`config.mk`:
```
export PLATFORM = sky130hd
export DESIGN_NAME = pdm_cic_decimator
export DESIGN_NICKNAME = d
export VERILOG_FILES = /design/src/rtl/cic_pkg.sv /design/src/rtl/cic_comb_engine.sv /design/src/rtl/pdm_cic_decimator.sv
export SDC_FILE = /design/constraint.sdc
export NUM_CORES = 2
export LEC_CHECK = 0
export ABC_AREA = 0
export BUFFER_PORTS_ARGS = -buffer_cell sky130_fd_sc_hd__buf_2
export CAP_MARGIN = 0
export CORE_MARGIN = 5
export CORE_UTILIZATION = 62
export CTS_BUF_LIST = sky130_fd_sc_hd__clkbuf_4 sky130_fd_sc_hd__clkbuf_8 sky130_fd_sc_hd__clkbuf_16
export DETAILED_ROUTE_END_ITERATION = 10
export GPL_TIMING_DRIVEN = 0
export PLACE_DENSITY_LB_ADDON = 0.2
export SYNTH_ARGS = -nofsm -noshare
export SYNTH_HDL_FRONTEND = slang
export SYNTH_SLANG_ARGS = --single-unit
```
`constraint.sdc`:
```
create_clock -name clk -period 12.7 [get_ports clk]
set_input_delay 2.54 -clock clk [delete_from_list [all_inputs] [get_ports clk]]
set_output_delay 2.54 -clock clk [all_outputs]
set_load 0.01 [all_outputs]
```
`src/rtl/cic_pkg.sv`:
```
// cic_pkg: shared types, constants and width helper for the PDM CIC decimator.
package cic_pkg;
  typedef enum logic [1:0] {IDLE, COMB, OUT} cic_state_e;
  localparam logic PDM_POS_BIT = 1'b1;
  function automatic int cic_acc_width(input int order, input int dec);
    return order * $clog2(dec) + 2;
  endfunction
endpackage

```
`src/rtl/cic_comb_engine.sv`:
```
// cic_comb_engine: snapshots integrator outputs on tick, runs the comb chain one channel per cycle, scales/saturates, strobes all channels together.
module cic_comb_engine
  import cic_pkg::*;
#(
  parameter int N_CH  = 2,
  parameter int ORDER = 4,
  parameter int OUT_W = 16,
  parameter int W     = 26
) (
  input  logic                  clk,
  input  logic                  reset,
  input  logic                  tick,
  input  logic [N_CH*W-1:0]     last,
  output logic                  busy,
  output logic [N_CH*OUT_W-1:0] pcm,
  output logic                  pcm_valid
);
  localparam int S   = W - 1 - OUT_W;
  localparam int CHW = N_CH > 1 ? $clog2(N_CH) : 1;
  localparam logic signed [W-1:0] HI = W'((1 << (OUT_W - 1)) - 1);
  localparam logic signed [W-1:0] LO = ~HI;
`ifdef CIC_ROUND_EN
  localparam logic [W-1:0] HALF = W'((1 << S) >> 1);
`else
  localparam logic [W-1:0] HALF = '0;
`endif
  cic_state_e state_q, state_d;
  logic [CHW-1:0] ch_q, ch_d;
  logic [N_CH*W-1:0] snap_q, snap_d;
  logic [W-1:0] dly_q [N_CH][ORDER];
  logic [W-1:0] dly_d [N_CH][ORDER];
  logic [W-1:0] diff [ORDER+1];
  logic signed [W-1:0] sh;
  logic [OUT_W-1:0] res_q [N_CH];
  logic [OUT_W-1:0] res_d [N_CH];
  logic [OUT_W-1:0] sat;
  logic [N_CH*OUT_W-1:0] pcm_q, pcm_d;
  always_comb begin
    diff[0] = snap_q[ch_q*W +: W];
    for (int k = 0; k < ORDER; k++) diff[k+1] = diff[k] - dly_q[ch_q][k];
    sh = $signed(diff[ORDER] + HALF) >>> S;
    sat = (sh > HI) ? HI[OUT_W-1:0] : (sh < LO) ? LO[OUT_W-1:0] : sh[OUT_W-1:0];
  end
  always_comb begin
    state_d = state_q;
    ch_d = ch_q;
    snap_d = snap_q;
    dly_d = dly_q;
    res_d = res_q;
    pcm_d = pcm_q;
    if (state_q == IDLE && tick) begin
      snap_d = last;
      ch_d = '0;
      state_d = COMB;
    end
    if (state_q == COMB) begin
      for (int k = 0; k < ORDER; k++) dly_d[ch_q][k] = diff[k];
      res_d[ch_q] = sat;
      ch_d = ch_q + 1'b1;
      if (ch_q == CHW'(N_CH - 1)) begin
        state_d = OUT;
        for (int c = 0; c < N_CH; c++) pcm_d[c*OUT_W +: OUT_W] = res_d[c];
      end
    end
    if (state_q == OUT) state_d = IDLE;
  end
  always_ff @(posedge clk) begin
    if (reset) begin
      state_q <= IDLE;
      ch_q <= '0;
      snap_q <= '0;
      dly_q <= '{default: '0};
      res_q <= '{default: '0};
      pcm_q <= '0;
    end else begin
      state_q <= state_d;
      ch_q <= ch_d;
      snap_q <= snap_d;
      dly_q <= dly_d;
      res_q <= res_d;
      pcm_q <= pcm_d;
    end
  end
  assign busy = state_q != IDLE;
  assign pcm_valid = state_q == OUT;
  assign pcm = pcm_q;
endmodule

```
`src/rtl/pdm_cic_decimator.sv`:
```
// pdm_cic_decimator: N_CH PDM streams -> CIC integrate, decimate by DEC, time-multiplexed comb -> signed PCM.
// Define CIC_ROUND_EN for round-half-up output scaling instead of floor.
module pdm_cic_decimator
  import cic_pkg::*;
#(
  parameter int N_CH  = 2,
  parameter int ORDER = 4,
  parameter int DEC   = 64,
  parameter int OUT_W = 16
) (
  input  logic                  clk,
  input  logic                  reset,
  input  logic [N_CH-1:0]       pdm,
  input  logic                  pdm_valid,
  output logic [N_CH*OUT_W-1:0] pcm,
  output logic                  pcm_valid,
  output logic                  overrun
);
  localparam int W  = cic_acc_width(ORDER, DEC);
  localparam int CW = $clog2(DEC);
  logic [W-1:0] integ_q [N_CH][ORDER];
  logic [W-1:0] integ_d [N_CH][ORDER];
  logic [N_CH*W-1:0] last;
  logic [CW-1:0] cnt_q, cnt_d;
  logic overrun_q, overrun_d, tick, busy;
  // Integrators wrap modulo 2^W; the comb differences recover the exact result.
  always_comb begin
    integ_d = integ_q;
    last = '0;
    for (int c = 0; c < N_CH; c++) begin
      if (pdm_valid) begin
        integ_d[c][0] = integ_q[c][0] + ((pdm[c] == PDM_POS_BIT) ? W'(1) : '1);
        for (int k = 1; k < ORDER; k++) integ_d[c][k] = integ_q[c][k] + integ_d[c][k-1];
      end
      last[c*W +: W] = integ_d[c][ORDER-1];
    end
    tick = pdm_valid && cnt_q == CW'(DEC - 1);
    cnt_d = pdm_valid ? cnt_q + 1'b1 : cnt_q;
    overrun_d = overrun_q | (tick & busy);
  end
  always_ff @(posedge clk) begin
    if (reset) begin
      integ_q <= '{default: '0};
      cnt_q <= '0;
      overrun_q <= 1'b0;
    end else begin
      integ_q <= integ_d;
      cnt_q <= cnt_d;
      overrun_q <= overrun_d;
    end
  end
  assign overrun = overrun_q;
  cic_comb_engine #(.N_CH(N_CH), .ORDER(ORDER), .OUT_W(OUT_W), .W(W)) u_comb (
    .clk(clk),
    .reset(reset),
    .tick(tick),
    .last(last),
    .busy(busy),
    .pcm(pcm),
    .pcm_valid(pcm_valid)
  );
endmodule

```
After elaboration in Yosys (flattened, before gate mapping)
Index checks and enable logic that the tools add are counted.
{"block": "totals", "regBits": 542, "input_bits": 5, "word_cells": 87}
{"block": "classes", "addsub": 14, "n_mul": 1, "n_lt_le_gt_ge": 4, "n_eq_ne": 3, "shift": 1, "n_mux": 29, "n_bitwise": 3, "n_reduce_logical": 8}
{"operator": "$bwmux W208", "count": 4}
{"operator": "$demux W104 S1", "count": 4}
{"operator": "$mux W104", "count": 4}
{"operator": "$add A26 B26 Y26", "count": 8}
{"operator": "$mux W26", "count": 5}
{"operator": "$sub A26 B26 Y26", "count": 4}
{"operator": "$mux W78", "count": 1}
{"operator": "$mux W52", "count": 1}
{"operator": "$shiftx A52 B7 Y26", "count": 1}
{"operator": "$mux W16", "count": 3}
{"operator": "$bwmux W32", "count": 1}
{"operator": "$gt A17 B16 Y1 const B", "count": 1}
{"operator": "$lt A17 B16 Y1 const B", "count": 1}
{"operator": "$demux W16 S1", "count": 1}
{"operator": "$add A6 B1 Y6 const B", "count": 1}
{"operator": "$eq A6 B6 Y1 const B", "count": 1}
{"operator": "$mux W2", "count": 3}
{"operator": "$mul A1 B4 Y5 const B", "count": 1}
{"operator": "$reduce_bool A2 Y1", "count": 2}
{"operator": "$logic_and A1 B1 Y1", "count": 3}
{"operator": "$eq A2 B1 Y1 const B", "count": 1}
{"operator": "$eq A2 B2 Y1 const B", "count": 1}
{"operator": "$ge A2 B2 Y1 const B", "count": 1}
{"operator": "$logic_not A2 Y1", "count": 1}
{"operator": "other kinds (8)", "count": 9}

Longest topological paths before layout
{"block": "logic_depth", "depth_word": 12, "mapped_depth": 45, "mapped_depth_nobuf": 43}

By module
From an unflattened synthesis, not the netlist that was laid out.
{"block": "unflattened", "cells_unflattened": 4166, "hier_area_um2": 34246.6}
{"module": "cic_comb_engine", "instances": 1, "cells_each": 2216, "area_each_um2": 17554.3}
{"module": "pdm_cic_decimator", "instances": 1, "cells_each": 1950, "area_each_um2": 16692.3}

Worst setup path after synthesis
No wires, ideal clock.
{"block": "synth_path", "kind": "register to register", "from": "register u_comb.ch_q", "to": "register u_comb.res_q[21] (netlist bit)", "arrival_time_ns": 9.976, "setup_slack_ns": 2.644, "stages_incl_launch_ff": 44, "n_path_buf": 7, "period_less_slack_ns": 10.056, "cell_sequence": "dfxtp_1 buf_6 buf_2 buf_1 clkbuf_1 buf_1 buf_1 mux2i_1 ha_1 inv_1 fa_1 a211oi_2 o21ai_0 xor2_1 ha_1 nor4_1 o21ai_1 and3_1 [8 not listed] o22ai_1 maj3_1 xnor2_1 inv_1 ha_1 or3_1 o311ai_0 a21oi_1 or4_1 a31oi_1 o21bai_1 a21oi_1 o21bai_1 and2_1 nand2_1 clkbuf_1 nand3_1 a211oi_2"}
{"element": "from (decl)", "line": "cic_comb_engine.sv:28", "text": "logic [CHW-1:0] ch_q, ch_d;"}
{"element": "from (signal assigned)", "line": "cic_comb_engine.sv:77", "text": "ch_q <= ch_d;"}
{"element": "to (signal assigned)", "line": "cic_comb_engine.sv:80", "text": "res_q <= res_d;"}
{"element": "to (decl)", "line": "cic_comb_engine.sv:34", "text": "logic [OUT_W-1:0] res_q [N_CH];"}

==> metrics.md <==
| Metric | Value |
|---|---|
| Status | `complete, no violations` |
| Post-synth cell types | `100` |
| Avg Cell Area, Syn | `8.29 µm²` |
| RSZ-0062 raised after global routing | `false` |
| Share of the synthesized area in the top cell type | `31.3%` |
| Critical R2R Launch | `u_comb.ch_q` |
| EDFF count, synth | `0` |
| Rows | `85` |
| Largest net degree at the start of global routing | `28` |
| Startpoint types | `register` |
| Root Driver | `clkbuf_16` |
| Total Routing Usage GR | `29.4%` |
| Clock buffer count from CTS | `56` |
| Clock buffer depth | `3` |
| Asr flop ratio synth | `0%` |
| Placed cells | `4789` |
| Vias per cell | `5.97` |
| Most frequent cells in the layout | `591 x nor2_1, 526 x dfxtp_1, 438 x nand2_1` |
| DRC Markers | `0` |
| Setup violators final | `0` |
| Core area | `0.0538 mm²` |
| Clock latency at the later pin of the worst-skew pair | `0.64 ns` |
| Min Tclk post-route | `11.97 ns` |
| Synth-to-layout area growth | `9.37%` |
| Area leader, netlist | `dfxtp_1` |
| Int Power | `5.49 mW` |
| Fmax | `83.6 MHz` |
| Fin util | `68.4%` |
| Min-delay src | `u_comb.pcm[12]` |
| CP peak stage delay | `0.60 ns` |
| Sequential share of power | `20.6%` |
| Worst Path Arrival | `12.52 ns` |
| Layout cell share with drive strength beyond 1 | `5.96%` |
| Number of global-route vias before repair | `27500` |
| Worst slew margin | `16.1%` |
| CTS tree | `done` |
| Initial Utilization | `62.5%` |
| Worst-margin pin slew | `1.25 ns` |
| Sequential cell area fraction in the yosys report | `31.3%` |
| Gate power share | `60.2%` |
| 1st-iter DRT viols | `2052` |
| Sink Count | `526` |
| Post-Syn Instances | `4056` |
| Via count | `29200` |
| Initial antenna violation count | `0` |
| Slowest cell on crit path | `clkdlybuf4s15_2` |
| Fin crit share | `94.2%` |
| Flop2flop setup slack | `0.73 ns` |
| Critical path peak fanout | `28` |
| Final wirelength | `90.3 mm` |
| Layout Cells excl Fill | `4891` |
| Hold Buf Count CTS | `0` |
| Drt wl/cell | `18.5 µm` |
| Worst VDD drop | `0.207 mV` |
| FF+latch count, synth | `526` |
| Clock slew at reported path FFs | `0.07 ns` |
| Ranking of synthesized cells by area | `dfxtp_1 31%, ha_1 11%, mux2i_1 8.5%, nor2_1 6.6%, xnor2_1 5.1%` |
| Critical path endpoint category | `register` |
| Primary FF master, synth | `dfxtp_1` |
| Final Hold Fails | `0` |
| GRT Residual Overflow | `0` |
| Data required time of the worst path | `13.26 ns` |
| Antenna Nets Post-Route | `0` |
| YS warnings | `0` |
| First-pass GRT wire length | `144 mm` |
| Hold path cells | `2` |
| Hold EP | `u_comb.pcm[12]` |
| H-tree levels | `2` |
| Final Max Tran Viols | `0` |
| Final WS setup | `0.734 ns` |
| I/O Buffers | `37` |
| Synth Cell Area | `0.0336 mm²` |
| Diodes inserted | `0` |
| Clock share of power | `19.2%` |
| Die area | `0.0590 mm²` |
| Switching share of power | `43.2%` |
| Kind of critical path | `reg -> reg` |
| Hold crit path type | `reg -> reg` |
| Nets | `4456` |
| TritonRoute pass-1 iters | `5` |
| Pre-CTS setup slack | `-1.00 ns` |
| Pwr dens | `263 mW/mm²` |
| Clock skew | `0.0278 ns` |
| Die height | `243 µm` |
| IO Pins | `39` |
| R2R depth | `40` |
| Pleak | `15.2 nW` |
| Synthesized Nets | `4363` |
| Worst flop-to-flop path endpoint | `u_comb.res_q[26]` |
| Routability congestion estimate | `0.984` |
| Tot Pwr | `9.67 mW` |
| Die width | `243 µm` |
| Hpwl dp | `69.1 mm` |
| NetSw | `4.18 mW` |
| Total of max-cap violations | `0` |
| Leading cell type in the layout, fill and taps excluded | `nor2_1` |
## worst max-delay path, delay by kind of cell, from the launching register on
kind                       cells  cell delay (ns)
and+or+nand+nor                5             1.49
DFF                            1             0.33
adders and majority gates      6             1.87
muxes                          1             0.26
xor gates and xnor gates       3             1.17
AOI/OAI and AO/OA             17             4.24
buffers and inverters          8             2.46
## metal layers
layer | vias up | wire length [µm] | track usage [%]
met5 | - | 0 | 0
met3 | 203 | 4930 | 3.17
li1 | 14500 | - | -
met1 | 13700 | 39800 | 39.1
met4 | 0 | 3760 | 11.7
met2 | 837 | 41800 | 49.1
## Yosys cell counts (15+ instances only)
library cell	count
a211oi_1	153
a21boi_0	25
a21o_1	51
a21oi_1	342
a31oi_1	38
and2_1	24
and3_1	32
buf_1	30
clkbuf_1	140
dfxtp_1	526
ha_1	291
inv_1	139
mux2_2	24
mux2i_1	286
nand2_1	438
nand2b_1	16
nand3_1	64
nor2_1	591
nor2b_1	28
nor3_1	90
o211ai_1	18
o21a_1	35
o21ai_0	101
o21bai_1	27
o31ai_1	15
or3_1	28
xnor2_1	197
xor2_1	66
## through the flow
step | setup TNS [ns] | hold slack, ns | instance area, µm²
after global routing | 0 | 0.464 | 36800
final | 0 | 0.453 | 36800
after floorplan | 0 | 0.432 | 33600
after detailed placement | -27.12 | 0.445 | 34700
after global placement | -22.03 | 0.440 | 34700
after CTS | 0 | 0.454 | 36800
## power by group through the flow
stage	Combinational [mW]	Sequential (mW)	Clock [mW]
final	5.82	2.00	1.86
after global routing	6.53	2.02	1.95
after CTS	5.79	1.99	1.88
after detailed placement	5.74	2.03	0
after global placement	5.62	2.02	0
after floorplan	4.71	1.99	0
## sequential cells by signal (all words and copies together) (netlist names)
signal / flops
u_comb.dly_q: 208
u_comb.snap_q: 52
cnt_q: 6
u_comb.ch_q: 1
u_comb.state_q: 2
integ_q: 208
overrun: 1
u_comb.pcm: 32
u_comb.res_q: 16
## kinds of logic after synthesis
family	after synthesis	synth area share (%)
adder cells (fa/ha/maj)	304	11.5
buffers and inverters	320	3.66
AO/OA/AOI/OAI	929	18.3
multiplexers	313	9.49
XOR/XNOR	276	7.70
flip-flops	526	31.3
AND/OR/NAND/NOR	1388	18.0
## layout make-up
class,count,area (µm²)
Multi-Input combinational cell,3210,21900
Fill cell,4510,17000
Sequential cell,526,10500
Clock buffer,63,1460
Tap cell,696,871
Buffer,178,714
Clock inverter,41,619
Inverter,140,526
Timing Repair Buffer,37,185
## what timing repair did
item                                    in CTS  in global routing
buffers inserted                             0                  0
resized for setup                            7                  1
endpoints found under the setup margin      32                 32
## how the worst max path moves through the flow
stage	start	to	slack [ns]	cells past startpoint
after global routing	u_comb.ch_q	u_comb.res_q[28]	0.11	40
after global placement	u_comb.ch_q	u_comb.res_q[26]	-0.85	41
after floorplan	u_comb.ch_q	u_comb.res_q[21]	2.64	43
final	u_comb.ch_q	u_comb.res_q[26]	0.73	40
after detailed placement	u_comb.ch_q	u_comb.res_q[28]	-1.00	41
after CTS	u_comb.ch_q	u_comb.res_q[28]	0.40	40
(Power assumes the default switching activity.)
